### config.mk
export PLATFORM = sky130hd
export DESIGN_NAME = v_decode_seq
export DESIGN_NICKNAME = d
export VERILOG_FILES = /design/src/rtl/v_pkg.sv /design/src/rtl/v_vl_calc.sv /design/src/rtl/v_decode_seq.sv
export SDC_FILE = /design/constraint.sdc
export NUM_CORES = 1
export LEC_CHECK = 0
export CORE_ASPECT_RATIO = 2
export CORE_MARGIN = 5
export CORE_UTILIZATION = 40
export CTS_CLUSTER_DIAMETER = 200
export CTS_CLUSTER_SIZE = 16
export DETAILED_ROUTE_END_ITERATION = 10
export GPL_ROUTABILITY_DRIVEN = 1
export GPL_TIMING_DRIVEN = 0
export PLACE_DENSITY = 0.81
export SYNTH_ARGS = -nofsm -noshare
export SYNTH_HDL_FRONTEND = slang
export SYNTH_SLANG_ARGS = --single-unit
### constraint.sdc
create_clock -name clk -period 4.7 [get_ports clk]
set_clock_uncertainty 0.15 [all_clocks]
set_input_delay 0.94 -clock clk [delete_from_list [all_inputs] [get_ports clk]]
set_output_delay 0.94 -clock clk [all_outputs]
set_load 0.05 [all_outputs]
### src/rtl/v_pkg.sv
// Shared types and encodings for the vector decode/sequencer slice.
// Contents: vtype_t, dseq_state_t, uop_t, SEW_*/VLMUL_* constants, opcode/funct fields,
//           uop control encodings and a reserved-vtype helper.
package v_pkg;

  localparam logic [6:0] OPC_OPV = 7'b1010111;

  localparam logic [2:0] F3_IVV = 3'b000;
  localparam logic [2:0] F3_MVV = 3'b010;
  localparam logic [2:0] F3_IVI = 3'b011;
  localparam logic [2:0] F3_IVX = 3'b100;
  localparam logic [2:0] F3_CFG = 3'b111;

  localparam logic [5:0] F6_ADD  = 6'b000000;
  localparam logic [5:0] F6_SUB  = 6'b000010;
  localparam logic [5:0] F6_AND  = 6'b001001;
  localparam logic [5:0] F6_OR   = 6'b001010;
  localparam logic [5:0] F6_XOR  = 6'b001011;
  localparam logic [5:0] F6_SLUP = 6'b001110;
  localparam logic [5:0] F6_SLDN = 6'b001111;
  localparam logic [5:0] F6_MV   = 6'b010111;
  localparam logic [5:0] F6_MUL  = 6'b100101;
  localparam logic [5:0] F6_RSUM = 6'b000000;
  localparam logic [5:0] F6_RAND = 6'b000001;
  localparam logic [5:0] F6_ROR  = 6'b000010;
  localparam logic [5:0] F6_RXOR = 6'b000011;

  localparam logic [2:0] SEW_8  = 3'd0;
  localparam logic [2:0] SEW_16 = 3'd1;
  localparam logic [2:0] SEW_32 = 3'd2;

  localparam logic [2:0] VLMUL_1    = 3'd0;
  localparam logic [2:0] VLMUL_2    = 3'd1;
  localparam logic [2:0] VLMUL_4    = 3'd2;
  localparam logic [2:0] VLMUL_8    = 3'd3;
  localparam logic [2:0] VLMUL_RSVD = 3'd4;
  localparam logic [2:0] VLMUL_F8   = 3'd5;
  localparam logic [2:0] VLMUL_F4   = 3'd6;
  localparam logic [2:0] VLMUL_F2   = 3'd7;

  localparam logic [3:0] ALU_NOP = 4'd0;
  localparam logic [3:0] ALU_ADD = 4'd1;
  localparam logic [3:0] ALU_SUB = 4'd2;
  localparam logic [3:0] ALU_AND = 4'd3;
  localparam logic [3:0] ALU_OR  = 4'd4;
  localparam logic [3:0] ALU_XOR = 4'd5;
  localparam logic [3:0] ALU_MV  = 4'd6;
  localparam logic [3:0] ALU_MUL = 4'd7;

  localparam logic [2:0] RED_NONE = 3'd0;
  localparam logic [2:0] RED_SUM  = 3'd1;
  localparam logic [2:0] RED_AND  = 3'd2;
  localparam logic [2:0] RED_OR   = 3'd3;
  localparam logic [2:0] RED_XOR  = 3'd4;

  localparam logic [2:0] SLDU_NONE = 3'd0;
  localparam logic [2:0] SLDU_UP   = 3'd1;
  localparam logic [2:0] SLDU_DOWN = 3'd2;

  localparam logic [3:0] LSU_NONE = 4'd0;

  localparam logic [2:0] OPA_VS1 = 3'd0;
  localparam logic [2:0] OPA_RS1 = 3'd1;
  localparam logic [2:0] OPA_IMM = 3'd2;
  localparam logic [1:0] OPB_VS2 = 2'd0;
  localparam logic [1:0] DEST_VRF = 2'd0;

  typedef struct packed {
    logic       vill;
    logic [2:0] vsew;
    logic [2:0] vlmul;
  } vtype_t;

  typedef enum logic {IDLE, EXPAND} dseq_state_t;

  typedef struct packed {
    logic [3:0] alu_op;
    logic       is_mul;
    logic [2:0] red_op;
    logic [2:0] sldu_op;
    logic [3:0] lsu_op;
    logic [2:0] op_sel_a;
    logic [1:0] op_sel_b;
    logic [1:0] sel_dest;
  } uop_t;

  // SEW above 32 and the LMUL encoding 4 are not supported configurations.
  function automatic logic vtype_reserved(input logic [2:0] vsew_f, input logic [2:0] vlmul_f);
    return (vsew_f > SEW_32) || (vlmul_f == VLMUL_RSVD);
  endfunction

endpackage

### src/rtl/v_vl_calc.sv
// Purpose: combinational vtype/vl update for vsetvli (VLMAX = VLEN/SEW*LMUL, then AVL select).
// Latency: 0 cycles (pure combinational).  Backpressure: none.
// Ports: zimm_vsew/zimm_vlmul from the instruction, rs1_data/rs1_zero/rd_zero, vl_cur in; vtype_nx, vl_nx out.
module v_vl_calc
  import v_pkg::*;
#(
  parameter int VLEN = 128,
  parameter int XLEN = 32
) (
  input  logic [2:0]               zimm_vsew,
  input  logic [2:0]               zimm_vlmul,
  input  logic [XLEN-1:0]          rs1_data,
  input  logic                     rs1_zero,
  input  logic                     rd_zero,
  input  logic [$clog2(VLEN/8):0]  vl_cur,
  output vtype_t                   vtype_nx,
  output logic [$clog2(VLEN/8):0]  vl_nx
);

  localparam int MAXW = $clog2(VLEN) + 1;
  localparam int VL_W = $clog2(VLEN/8) + 1;

  logic [MAXW-1:0] base;
  logic [MAXW-1:0] vlmax;
  logic [XLEN-1:0] vlmax_x;
  logic [XLEN-1:0] avl;

  always_comb begin
    // VLEN/SEW with SEW = 8 << vsew; vsew[2] only matters for the reserved check.
    base = MAXW'(VLEN/8) >> zimm_vsew[1:0];
    if (zimm_vlmul[2]) begin
      // mf8/mf4/mf2 encode as 5/6/7: divide by 8/4/2.
      vlmax = base >> (3'd4 - {1'b0, zimm_vlmul[1:0]});
    end else begin
      vlmax = base << zimm_vlmul[1:0];
    end
    vlmax_x = XLEN'(vlmax);

    if (!rs1_zero) begin
      avl = (rs1_data < vlmax_x) ? rs1_data : vlmax_x;
    end else if (!rd_zero) begin
      avl = vlmax_x;
    end else begin
      avl = XLEN'(vl_cur);
    end

    // The vl port only spans VLEN/8; larger VLMAX values (small SEW, LMUL>1) saturate.
    if (avl > XLEN'({VL_W{1'b1}})) begin
      vl_nx = '1;
    end else begin
      vl_nx = avl[VL_W-1:0];
    end

    vtype_nx.vill  = 1'b0;
    vtype_nx.vsew  = zimm_vsew;
    vtype_nx.vlmul = zimm_vlmul;
    if (vtype_reserved(zimm_vsew, zimm_vlmul)) begin
      vtype_nx = '{vill: 1'b1, vsew: 3'd0, vlmul: 3'd0};
      vl_nx    = '0;
    end
  end

endmodule

### src/rtl/v_decode_seq.sv
// Purpose: decode RVV instructions and expand LMUL register groups into one uop per register.
// Latency: first uop valid 1 cycle after accept; vsetvli updates vtype/vl 1 cycle after accept.
// Backpressure: uop outputs hold while out_valid & !out_ready; in_ready only in IDLE or on the last uop handshake.
// Ports: clk/rst (sync, active-high); in_valid/in_ready/instr/rs1_data; out_valid/out_ready + uop_*; vl/vsew/vlmul/vill/illegal.
module v_decode_seq
  import v_pkg::*;
#(
  parameter int VLEN = 128,
  parameter int XLEN = 32
) (
  input  logic                    clk,
  input  logic                    rst,
  input  logic                    in_valid,
  output logic                    in_ready,
  input  logic [31:0]             instr,
  input  logic [XLEN-1:0]         rs1_data,
  output logic                    out_valid,
  input  logic                    out_ready,
  output logic [3:0]              uop_alu_op,
  output logic                    uop_is_mul,
  output logic [2:0]              uop_red_op,
  output logic [2:0]              uop_sldu_op,
  output logic [3:0]              uop_lsu_op,
  output logic [2:0]              uop_op_sel_A,
  output logic [1:0]              uop_op_sel_B,
  output logic [1:0]              uop_sel_dest,
  output logic [4:0]              uop_vd,
  output logic [4:0]              uop_vs1,
  output logic [4:0]              uop_vs2,
  output logic [2:0]              uop_idx,
  output logic                    uop_last,
  output logic [$clog2(VLEN/8):0] vl,
  output logic [2:0]              vsew,
  output logic [2:0]              vlmul,
  output logic                    vill,
  output logic                    illegal
);

  localparam int VL_W = $clog2(VLEN/8) + 1;

  dseq_state_t state, state_nx;
  logic [2:0]  idx, last_idx;
  logic [4:0]  vd_q, vs1_q, vs2_q;
  logic        vs1_reg_q;
  uop_t        ctrl_q, dec_ctrl;
  vtype_t      vtype_q, vtype_nx;
  logic [VL_W-1:0] vl_q, vl_nx;
  logic        illegal_q;

  logic [6:0] opcode;
  logic [2:0] f3;
  logic [5:0] funct6;
  logic [4:0] dec_vd, dec_vs1, dec_vs2;
  logic       dec_ok, dec_cfg, dec_single, dec_vs1_reg;
  logic [2:0] grp_mask;
  logic       misalign, vd_over, bad, accept, launch, cfg_acc;

  assign opcode  = instr[6:0];
  assign dec_vd  = instr[11:7];
  assign f3      = instr[14:12];
  assign dec_vs1 = instr[19:15];
  assign dec_vs2 = instr[24:20];
  assign funct6  = instr[31:26];

  always_comb begin
    dec_ctrl   = '0;
    dec_ok     = 1'b0;
    dec_cfg    = 1'b0;
    dec_single = 1'b0;
    if (opcode == OPC_OPV) begin
      case (f3)
        F3_CFG: begin
          // Only vsetvli (instr[31]==0) is supported.
          dec_cfg = !instr[31];
          dec_ok  = !instr[31];
        end
        F3_IVV, F3_IVX, F3_IVI: begin
          dec_ok = 1'b1;
          dec_ctrl.op_sel_a = (f3 == F3_IVV) ? OPA_VS1 : ((f3 == F3_IVX) ? OPA_RS1 : OPA_IMM);
          case (funct6)
            F6_ADD:  dec_ctrl.alu_op = ALU_ADD;
            F6_SUB:  dec_ctrl.alu_op = ALU_SUB;
            F6_AND:  dec_ctrl.alu_op = ALU_AND;
            F6_OR:   dec_ctrl.alu_op = ALU_OR;
            F6_XOR:  dec_ctrl.alu_op = ALU_XOR;
            F6_SLUP: begin
              dec_ctrl.sldu_op = SLDU_UP;
              dec_ok = (f3 != F3_IVV);
            end
            F6_SLDN: begin
              dec_ctrl.sldu_op = SLDU_DOWN;
              dec_ok = (f3 != F3_IVV);
            end
            F6_MV: begin
              // vmv.v.*: unmasked with vs2 field zero; vmerge is not supported.
              dec_ctrl.alu_op = ALU_MV;
              dec_single = 1'b1;
              dec_ok = instr[25] && (dec_vs2 == 5'd0);
            end
            default: dec_ok = 1'b0;
          endcase
        end
        F3_MVV: begin
          dec_ok = 1'b1;
          dec_ctrl.op_sel_a = OPA_VS1;
          case (funct6)
            F6_MUL: begin
              dec_ctrl.alu_op = ALU_MUL;
              dec_ctrl.is_mul = 1'b1;
            end
            F6_RSUM: begin dec_ctrl.red_op = RED_SUM; dec_single = 1'b1; end
            F6_RAND: begin dec_ctrl.red_op = RED_AND; dec_single = 1'b1; end
            F6_ROR:  begin dec_ctrl.red_op = RED_OR;  dec_single = 1'b1; end
            F6_RXOR: begin dec_ctrl.red_op = RED_XOR; dec_single = 1'b1; end
            default: dec_ok = 1'b0;
          endcase
        end
        default: dec_ok = 1'b0;
      endcase
    end
    dec_ctrl.op_sel_b = OPB_VS2;
    dec_ctrl.sel_dest = DEST_VRF;
    dec_ctrl.lsu_op   = LSU_NONE;
  end

  assign dec_vs1_reg = (dec_ctrl.op_sel_a == OPA_VS1);

  // Group size minus one, from the live vtype (fractional LMUL and single-uop ops use 1 register).
  always_comb begin
    grp_mask = 3'd0;
    if (!dec_single && !vtype_q.vlmul[2]) begin
      case (vtype_q.vlmul[1:0])
        2'd1:    grp_mask = 3'd1;
        2'd2:    grp_mask = 3'd3;
        2'd3:    grp_mask = 3'd7;
        default: grp_mask = 3'd0;
      endcase
    end
  end

  assign misalign = (|(dec_vd & {2'b00, grp_mask})) || (|(dec_vs2 & {2'b00, grp_mask})) ||
                    (dec_vs1_reg && (|(dec_vs1 & {2'b00, grp_mask})));
  assign vd_over  = ({1'b0, dec_vd} + {3'b000, grp_mask} + 6'd1) > 6'd32;
  assign bad      = !dec_ok || (!dec_cfg && (vtype_q.vill || misalign || vd_over));

  assign uop_last = (state == EXPAND) && (idx == last_idx);
  assign in_ready = (state == IDLE) || ((state == EXPAND) && uop_last && out_ready);
  assign accept   = in_valid && in_ready;
  assign launch   = accept && !bad && !dec_cfg;
  assign cfg_acc  = accept && !bad && dec_cfg;

  v_vl_calc #(.VLEN(VLEN), .XLEN(XLEN)) u_vl_calc (
    .zimm_vsew (instr[25:23]),
    .zimm_vlmul(instr[22:20]),
    .rs1_data  (rs1_data),
    .rs1_zero  (dec_vs1 == 5'd0),
    .rd_zero   (dec_vd == 5'd0),
    .vl_cur    (vl_q),
    .vtype_nx  (vtype_nx),
    .vl_nx     (vl_nx)
  );

  always_ff @(posedge clk) begin
    if (rst) begin
      state <= IDLE;
    end else begin
      state <= state_nx;
    end
  end

  always_comb begin
    state_nx  = state;
    out_valid = 1'b0;
    case (state)
      IDLE: begin
        if (launch) state_nx = EXPAND;
      end
      EXPAND: begin
        out_valid = 1'b1;
        if (out_ready && uop_last) state_nx = launch ? EXPAND : IDLE;
      end
      default: state_nx = IDLE;
    endcase
  end

  always_ff @(posedge clk) begin
    if (rst) begin
      idx       <= 3'd0;
      last_idx  <= 3'd0;
      vd_q      <= 5'd0;
      vs1_q     <= 5'd0;
      vs2_q     <= 5'd0;
      vs1_reg_q <= 1'b0;
      ctrl_q    <= '0;
      vtype_q   <= '0;
      vl_q      <= '0;
      illegal_q <= 1'b0;
    end else begin
      illegal_q <= accept && bad;
      if (cfg_acc) begin
        vtype_q <= vtype_nx;
        vl_q    <= vl_nx;
      end
      if (launch) begin
        // The group size is frozen here, so a later vsetvli cannot disturb this group.
        idx       <= 3'd0;
        last_idx  <= grp_mask;
        vd_q      <= dec_vd;
        vs1_q     <= dec_vs1;
        vs2_q     <= dec_vs2;
        vs1_reg_q <= dec_vs1_reg;
        ctrl_q    <= dec_ctrl;
      end else if ((state == EXPAND) && out_ready && !uop_last) begin
        idx <= idx + 3'd1;
      end
    end
  end

  assign uop_alu_op   = ctrl_q.alu_op;
  assign uop_is_mul   = ctrl_q.is_mul;
  assign uop_red_op   = ctrl_q.red_op;
  assign uop_sldu_op  = ctrl_q.sldu_op;
  assign uop_lsu_op   = ctrl_q.lsu_op;
  assign uop_op_sel_A = ctrl_q.op_sel_a;
  assign uop_op_sel_B = ctrl_q.op_sel_b;
  assign uop_sel_dest = ctrl_q.sel_dest;
  assign uop_vd       = vd_q + {2'b00, idx};
  assign uop_vs2      = vs2_q + {2'b00, idx};
  assign uop_vs1      = vs1_reg_q ? (vs1_q + {2'b00, idx}) : vs1_q;
  assign uop_idx      = idx;
  assign vl           = vl_q;
  assign vsew         = vtype_q.vsew;
  assign vlmul        = vtype_q.vlmul;
  assign vill         = vtype_q.vill;
  assign illegal      = illegal_q;

endmodule

# ---- Yosys cells after proc, flatten, opt, wreduce, memory -nomap -nowiden
# Cells that the tools add are included.
dict set report word_totals {
  reg_bits 50
  output_inout_bits 56
}
dict set report op_classes {
  bitwise_logic 4
  add_sub_neg 7
  reduce_logical 45
  magnitude_cmp 4
  shifts 3
  n_eq_ne 20
  muxes 36
}
# op n
set op_table {}
lappend op_table {{32-bit two-way mux} 2}
lappend op_table {{32-bit by 5-bit greater-than comparator with 1-bit output, second input constant} 1}
lappend op_table {{32-bit by 8-bit less-than comparator with 1-bit output} 1}
lappend op_table {{6-bit by 4-bit equality test with 1-bit output, second input constant} 5}
lappend op_table {{5-bit OR reduction} 5}
lappend op_table {{3-bit one-hot mux with 6 select lines} 1}
lappend op_table {{8-bit two-way mux} 2}
lappend op_table {{5-bit by 3-bit adder with 5-bit output} 3}
lappend op_table {{5-bit by 3-bit AND with 5-bit output} 3}
lappend op_table {{1-bit logical AND} 15}
lappend op_table {{5-bit zero test} 3}
lappend op_table {{5-bit two-way mux} 3}
lappend op_table {{6-bit by 2-bit equality test with 1-bit output, second input constant} 2}
lappend op_table {{3-bit one-hot mux with 4 select lines} 1}
lappend op_table {{11-bit two-way mux} 1}
lappend op_table {{1-bit two-way mux} 10}
lappend op_table {{3-bit equality test, second input constant} 3}
lappend op_table {{3-bit two-way mux} 3}
lappend op_table {{3-bit one-hot mux with 3 select lines} 1}
lappend op_table {{4-bit two-way mux} 2}
lappend op_table {{4-bit one-hot mux with 2 select lines} 1}
lappend op_table {{8-bit by 2-bit left shift with 8-bit output} 1}
lappend op_table {{5-bit by 2-bit right shift with 8-bit output, first input constant} 1}
lappend op_table {{8-bit by 3-bit right shift with 8-bit output} 1}
lappend op_table {{28 further kinds} 48}

# ---- Longest topological paths before layout
# Gate-level depths: netlist of the first run.
dict set report logic_depth {
  ltp_word 22
  mapped_depth 15
  ltp_nobuf 13
}

# ---- Cells and area by module
# A second synthesis of the first run with hierarchy kept.
dict set report unflattened {
  hier_cells 482
  hier_area_um2 4008.8
}
# mod area_per_inst_um2 cells_per_inst n_inst
set by_module_without_submodules {}
lappend by_module_without_submodules {v_decode_seq 3133.0 349 1}
lappend by_module_without_submodules {v_vl_calc 875.8 133 1}

# ---- Least setup slack after synthesis of the first run
# Ideal clock, no wire load.
dict set report synth_timing {
  path_type {in2reg}
  from {in instr[20]}
  to {reg vl_q[1] (netlist: vl[1])}
  path_slack_ps 626
  path_buffers 1
  setup_time_ps 79
  path_stages 13
  t_arrival_ps 3845
  cell_sequence {clkbuf_1 > inv_1 > ha_1 > or4b_2 > o21ai_0 > a22oi_1 > ha_1 > a21o_1 > a21oi_1 > nor2_1 > a2111oi_0 > o21ai_1 > o211ai_1}
}
dict set report synth_via {
  elab_chain_len 11
  elab_cells_between_ends 30
  classes_between {add/sub: 1; order compare: 2; eq/ne: 1; shift: 2; mux: 9; bitwise: 1; reduce/logical: 14}
}
# element line_no
set synth_rtl {}
lappend synth_rtl {{start: declaration} v_decode_seq.sv:15} ;# input logic [31:0] instr,
lappend synth_rtl {{parallel branches: the longest is 11 deep, another holds 32-bit by 8-bit less-than comparator with 1-bit output} n/a}
lappend synth_rtl {{end signal: assignment} v_decode_seq.sv:202} ;# vl_q <= vl_nx;
lappend synth_rtl {{end: declaration} v_decode_seq.sv:47} ;# logic [VL_W-1:0] vl_q, vl_nx;
# Several ways; the timed one is not identified.
# A chain may end at the register's enable or synchronous reset.

# ---- Worst setup path in the final report of the first run
dict set report layout_timing {
  from {in instr[29]}
  to {reg ctrl_q, in the netlist uop_op_sel_A[1]}
}
dict set report layout_via {
  elab_chain_len 19
  elab_cells_between_ends 46
  classes_between {add/sub: 2; order compare: 1; eq/ne: 10; mux: 9; bitwise: 3; reduce/logical: 21}
}
# element line_no
set layout_rtl {}
lappend layout_rtl {{6-bit by 2-bit equality test with 1-bit output (tied with other cells)} v_decode_seq.sv:106} ;# case (funct6)
lappend layout_rtl {{4-bit OR reduction (no source line)} n/a}
lappend layout_rtl {{1-bit two-way mux} v_decode_seq.sv:106}
lappend layout_rtl {{1-bit one-hot mux with 2 select lines (*)} v_decode_seq.sv:71} ;# case (f3)
lappend layout_rtl {{1-bit two-way mux (*)} v_decode_seq.sv:70} ;# if (opcode == OPC_OPV) begin
lappend layout_rtl {{1-bit zero test (*)} v_decode_seq.sv:131} ;# if (!dec_single && !vtype_q.vlmul[2]) begin
lappend layout_rtl {{1-bit logical AND (*)} v_decode_seq.sv:131}
lappend layout_rtl {{3-bit two-way mux (*)} v_decode_seq.sv:131}
lappend layout_rtl {{net grp_mask[0]} v_decode_seq.sv:55} ;# logic [2:0] grp_mask;
lappend layout_rtl {{parallel branches: the longest is 5 deep, another holds 5-bit by 3-bit adder with 6-bit output} n/a}
lappend layout_rtl {{1-bit logical OR (*)} v_decode_seq.sv:144} ;# assign bad = !dec_ok || (!dec_cfg && (vtype_q.vill || misalign || vd_over));
lappend layout_rtl {{1-bit logical AND (*)} v_decode_seq.sv:144}
lappend layout_rtl {{1-bit logical OR (*)} v_decode_seq.sv:144}
lappend layout_rtl {{1-bit zero test (*)} v_decode_seq.sv:149} ;# assign launch = accept && !bad && !dec_cfg;
lappend layout_rtl {{1-bit logical AND (*) (2 in series)} v_decode_seq.sv:149}
lappend layout_rtl {{end signal: assignment} v_decode_seq.sv:212} ;# ctrl_q <= dec_ctrl;
lappend layout_rtl {{end: declaration} v_decode_seq.sv:45} ;# uop_t ctrl_q, dec_ctrl;
# Mark *: on every way through the listed nets, which the timed path passes.

==> results of run 1 <==
[cell usage in the layout (no fill, tap or decap), drive strengths merged, types with 5 or more instances in the layout]
master | synthesis | final
mux2i | 22 | 22
mux2 | 8 | 8
nor2 | 25 | 25
nor4 | 11 | 11
and3 | 8 | 8
o21ai | 13 | 13
a21oi | 22 | 22
clkbuf | 19 | 23
xor2 | 6 | 6
a211oi | 5 | 5
clkdlybuf4s50 | 0 | 105
dfxtp | 47 | 47
a21o | 5 | 5
nand2b | 44 | 44
or3b | 5 | 5
nand2 | 22 | 22
nor3 | 11 | 11
o211ai | 8 | 8
ha | 22 | 22
buf | 15 | 17
conb | 1 | 11
inv | 22 | 22
xnor2 | 10 | 10
nand3b | 10 | 10
nor2b | 18 | 18
nand3 | 9 | 9
o22ai | 5 | 5
and2 | 6 | 6
[layer usage]
metal	track usage, %	share of wire [%]	up-vias
li1	-	-	1929
met5	0	0	-
met2	40.37	56	161
met1	20.13	34	1905
met3	2.237	5.0	49
met4	11.02	4.5	0
[worst register-to-register path: stages, from the launching register on]
cell and delay (ns):
dfxtp_1 0.53, xor2_1 0.18, o41ai_2 0.60, nand2_1 0.20
nor4_1 0.89, o221ai_1 0.30, o211ai_1 0.22
[final cells by class]
| cell class | count | area, um2 |
|---|---|---|
| inverter | 22 | 82.58 |
| sequential | 47 | 940.9 |
| timing repair buffer | 111 | 1116 |
| clock inverter | 3 | 43.79 |
| clock buffer | 5 | 125.1 |
| buffer | 33 | 185.2 |
| fill | 886 | 4249 |
| multi-input combinational | 374 | 2728 |
| tap | 132 | 165.2 |
[where the power goes]
group	internal [mW]	total [mW]	switching (mW)	leakage [nW]
Combinational	0.0968	0.207	0.111	1.58
Sequential	0.399	0.399	0.000176	0.379
Clock	0.251	0.413	0.162	0.0838
[worst max-delay path by stage]
stage,from,endpoint,slack (ns),depth (start not counted)
after floorplan,instr[20],vl[1],0.63,13
after global placement,instr[20],vl[1],-0.59,14
after detailed placement,instr[20],vl[1],-0.60,14
after CTS,instr[12],uop_alu_op[0],0.05,14
after global routing,instr[29],uop_is_mul,0.003,16
final,instr[29],uop_op_sel_A[1],0.17,16
[cell families after synthesis]
group | count (synthesis)
xor gates and xnor gates | 16
adders and majority gates | 26
DFF | 47
other | 1
AOI/OAI and AO/OA | 97
and+or+nand+nor | 194
muxes | 30
buffers and inverters | 56
[registers in the layout, summed over array words and instances (netlist names), 5 cells and up]
signal and flops:
vl 5, vs2_q 5, vd_q 5, vs1_q 5
[per-stage QoR]
step	instance area [um2]	hold slack (ns)
2_1_floorplan	3921	0.3024
3_3_place_gp	5177	0.2978
3_5_place_dp	5177	0.2978
4_1_cts	5349	0.3156
5_1_grt	5386	0.3437
6_report	5386	0.3119
[repair_timing]
| item | CTS | global route |
|---|---|---|
| endpoints found under the setup margin | 5 | 16 |
| gates resized for setup | 2 | 8 |
| buffers inserted | 0 | 2 |
==> out/results.txt, run 1 <==
WS Path Type: input pin to register
status: complete, no violations
Residual DRC: 0
Synth Area in Simple Gates: 29.22%
via count of the routed design: 4,044
H-tree lvl count: 2
most frequent cell after synthesis: dfxtp_1
syn avg cell area: 8.316 um2
top cells by area, synth: dfxtp_1 24%, ha_1 7.1%, nand2b_1 7.1%
crit end category: register
Hold Path Class: register to register
Pwr Total: 1.019 mW
Slew HR: 28.93%
synthesis-stage register bit count: 47
Commonest cells post-synth: 47 x dfxtp_1, 44 x nand2b_1, 25 x nor2_1
largest net degree at the start of global routing: 16
Async SR Flop Fraction: 0%
gpl congestion: 1.004
final antenna-violating net count: 0
final worst slack: 0.1691 ns
Final Critical Period: 4.531 ns
critical path's slowest cell: clkdlybuf4s50_1
Mapped Cells: 467
Starting Density: 40.31%
worst hold endpoint: vsew[2]
clk root buf: clkbuf_16
final cell count without fillers: 727
Synth Flop Type: dfxtp_1
GRT Util Overall: 20.59%
placed cells: 718
cells along the critical path: clkdlybuf4s50_1 -> clkbuf_2 -> nand3b_1 -> nor2_1 -> a221o_1 -> nor2_1 -> inv_1 -> ha_1 -> inv_1 -> fa_1 -> inv_1 -> a311o_1 -> o211a_1 -> o211a_4 -> buf_6 -> mux2_1
core area: 0.009635 mm2
P&R area growth vs syn: 38.69%
DR WL/cell: 17.00 um
Hold Path Origin: vsew[2]
Hold Buf Count CTS: 0
global route overflow: 0
worst r2r src: uop_idx[0]
final setup TNS: 0 ns
peak supply drop: 157.9 uV
Core Util, Final: 55.90%
total clock sinks: 47
crit-path leading delay family: buffers and inverters
clock latency on the worst-skew pair: 0.29 ns
DP Worst Slack: -0.5991 ns
pwr dens: 189.2 mW/mm2
number of top-level pins: 124
Pre-antenna DRT Iters: 5
Iteration-0 DRC Markers: 161
Die X-Extent: 79.68 um
vias in the first global route: 4,234
EDFF count, synth: 0
startpoint types: input pin
port buffer count: 109
RSZ-0062 raised after global routing: false
CTS tree: yes
synth warn: 0
total CTS buffers: 5
Synth top area share: 24.23%
XOR/XNOR Fraction of Synth Area: 3.608%
max-cap viol count: 0
count of final hold-check violations: 0
reg2reg setup slack: 1.56 ns
share of cells above drive strength 1: 7.563%
final period utilization: 96.40%
largest area contributor in the netlist: dfxtp_1
WP buf/inv: 6
CP arrival: 4.56 ns
DR vias/cell: 5.563
final setup violation count: 0
Die ar.: 0.01190 mm2
Synth Area in Adders: 9.149%
Worst Hold Depth: 1
mux cell area share after synthesis: 7.990%
CP dominant cell by count: inv_1
Achievable Freq: 220.7 MHz
n_diodes: 0
Max Buffers Root-to-Sink: 2
critical path peak fanout: 10
leakage: 2.038 nW
Max Slew Vio Count: 0
dpl hpwl: 10,190 um
Synth Cell Area: 0.003884 mm2
Slew @ Worst Pin: 1.056 ns
sequential area share after synthesis: 24.23%
Clock Pin Slew Worst Setup and Hold Paths: 0.07 ns
initial antenna violation count: 0
largest family of logic cells by synthesized area: simple AND/OR/NAND/NOR gates
Synth cell types: 72
global-route wire length before repair: 19,490 um
final WL: 12,360 um
Worst EP required: 4.73 ns
nets: 688
FP Rows: 51
Worst R2R Path Depth: 6
RR Endpoint: vl[4]
Worst path max stage delay: 0.52 ns
post-synthesis compound-gate area fraction: 18.75%
die height: 149.4 um
Power figures use the tool's default switching activity.
==> run 2, diff against run 1 <==
Settings changed: CAP_MARGIN set to 10, SETUP_SLACK_MARGIN set to 0.05.
==> run 2 against run 1 <==
Against the previous run: register-to-register slack improved by 0.06 ns; core utilization is 0.44 points higher; fmax rose by 0.65%; sequential cell count stayed put; critical path depth decreased by 1; combinational power increased by 2%; sequential power hardly changed; worst hold slack barely moved.
==> out/results.txt, run 2 (synthesis results as in run 1) <==
status: complete, no violations
Hold WS: 0.3123 ns
Worst Hold Depth: 1
Die ar.: 0.01190 mm2
Hold Path Class: register to register
Achievable Freq: 222.1 MHz
Hold Buf Count CTS: 0
Final Critical Period: 4.502 ns
critical path's slowest cell: clkdlybuf4s50_1
Worst EP required: 4.73 ns
pwr dens: 189.1 mW/mm2
GRT Util Overall: 20.64%
RSZ-0062 raised after global routing: false
vias in the first global route: 4,253
worst r2r src: uop_idx[0]
CTS tree: yes
RR Endpoint: vl[4]
Worst R2R Path Depth: 6
clk root buf: clkbuf_16
n_diodes: 0
final WL: 12,450 um
placed cells: 718
CP dominant cell by count: inv_1
CP arrival: 4.53 ns
peak supply drop: 160.1 uV
Worst path max stage delay: 0.63 ns
global-route wire length before repair: 19,530 um
largest net degree at the start of global routing: 16
P&R area growth vs syn: 39.79%
count of final hold-check violations: 0
Starting Density: 40.31%
Slew HR: 31.69%
H-tree lvl count: 2
cells along the critical path: clkdlybuf4s50_1 -> nor4b_2 -> and2_1 -> a221o_1 -> nor2_1 -> inv_1 -> ha_1 -> inv_1 -> fa_1 -> inv_1 -> a311o_1 -> o211a_4 -> o211a_4 -> buf_6 -> mux2_1
core area: 0.009635 mm2
total CTS buffers: 5
gpl congestion: 1.004
global route overflow: 0
startpoint types: input pin
nets: 690
dpl hpwl: 10,190 um
reg2reg setup slack: 1.62 ns
Max Slew Vio Count: 0
Iteration-0 DRC Markers: 198
clock latency on the worst-skew pair: 0.29 ns
critical path peak fanout: 10
DR vias/cell: 5.627
DR WL/cell: 17.08 um
worst hold endpoint: vsew[2]
FP Rows: 51
commonest non-fill, non-tap cell in the layout: clkdlybuf4s50_1
via count of the routed design: 4,102
Clock Pin Slew Worst Setup and Hold Paths: 0.07 ns
final cell count without fillers: 729
leakage: 2.041 nW
Slew @ Worst Pin: 1.015 ns
port buffer count: 109
initial antenna violation count: 0
Pre-antenna DRT Iters: 5
crit end category: register
Hold Path Origin: vsew[2]
total clock sinks: 47
die height: 149.4 um
final period utilization: 95.78%
most frequent cells in the layout: 106 x clkdlybuf4s50_1, 47 x dfxtp_1, 44 x nand2b_1
Residual DRC: 0
WS Path Type: input pin to register
final setup violation count: 0
share of cells above drive strength 1: 8.375%
number of top-level pins: 124
filler cell count: 878
final antenna-violating net count: 0
max-cap viol count: 0
Die X-Extent: 79.68 um
Max Buffers Root-to-Sink: 2
## run 2: final cells by class
| type | count | area [um2] | share of cell area [%] |
|---|---|---|---|
| buffer | 34 | 192.7 | 3.549 |
| clock buffer | 5 | 125.1 | 2.305 |
| clock inverter | 3 | 43.79 | 0.8066 |
| inverter | 22 | 82.58 | 1.521 |
| multi-input combinational | 374 | 2758 | 50.79 |
| sequential | 47 | 940.9 | 17.33 |
| tap | 132 | 165.2 | 3.042 |
| timing repair buffer | 112 | 1121 | 20.65 |
## run 2: what timing repair did
| item | CTS | global route |
|---|---|---|
| setup buffers | 2 | 1 |
| pin swaps | 0 | 1 |
| setup endpoints to repair | 7 | 38 |
| gates resized for setup | 4 | 13 |
## run 2: worst max-delay path, delay by kind of cell
kind                       cells  cell delay (ns)
buffers and inverters          5             0.96
AOI/OAI and AO/OA              4             0.96
and+or+nand+nor                3             0.72
adders and majority gates      2             0.64
muxes                          1             0.32
## run 2: through the flow
step / power [mW] / setup slack, ns / cell area [um2] / utilization, % / TNS, ns
after floorplan: 0.5194 / 0.6255 / 3921 / - / 0
after global placement: 0.6072 / -0.5907 / 5177 / 53.73 / -3.964
after detailed placement: 0.6111 / -0.5991 / 5177 / 53.73 / -5.275
after CTS: 1.017 / 0.05770 / 5371 / 55.75 / 0
after global routing: 1.054 / 0.06009 / 5429 / 56.34 / 0
final: 1.027 / 0.1984 / 5429 / 56.34 / 0
## run 2: report_power, final
| group | switching [mW] | internal (mW) | total, mW |
|---|---|---|---|
| clock network | 0.166 | 0.251 | 0.417 |
| registers | 0.000172 | 0.398 | 0.399 |
| logic | 0.113 | 0.0981 | 0.211 |
## run 2: per-layer routing
layer / GRT usage (%) / part of all wire, % / up-vias
met2: 40.58 / 56 / 177
met1: 20.17 / 34 / 1932
li1: - / - / 1937
met3: 2.237 / 5.0 / 56
met4: 10.84 / 5.0 / 0
met5: 0 / 0 / -
## run 2: worst max path at each step
stage | to | start | cells past startpoint | slack (ns)
after floorplan | vl[1] | instr[20] | 13 | 0.63
after global placement | vl[1] | instr[20] | 14 | -0.59
after detailed placement | vl[1] | instr[20] | 14 | -0.60
after CTS | uop_is_mul | instr[12] | 15 | 0.06
after global routing | vl[1] | instr[21] | 14 | 0.06
final | uop_is_mul | instr[13] | 15 | 0.20
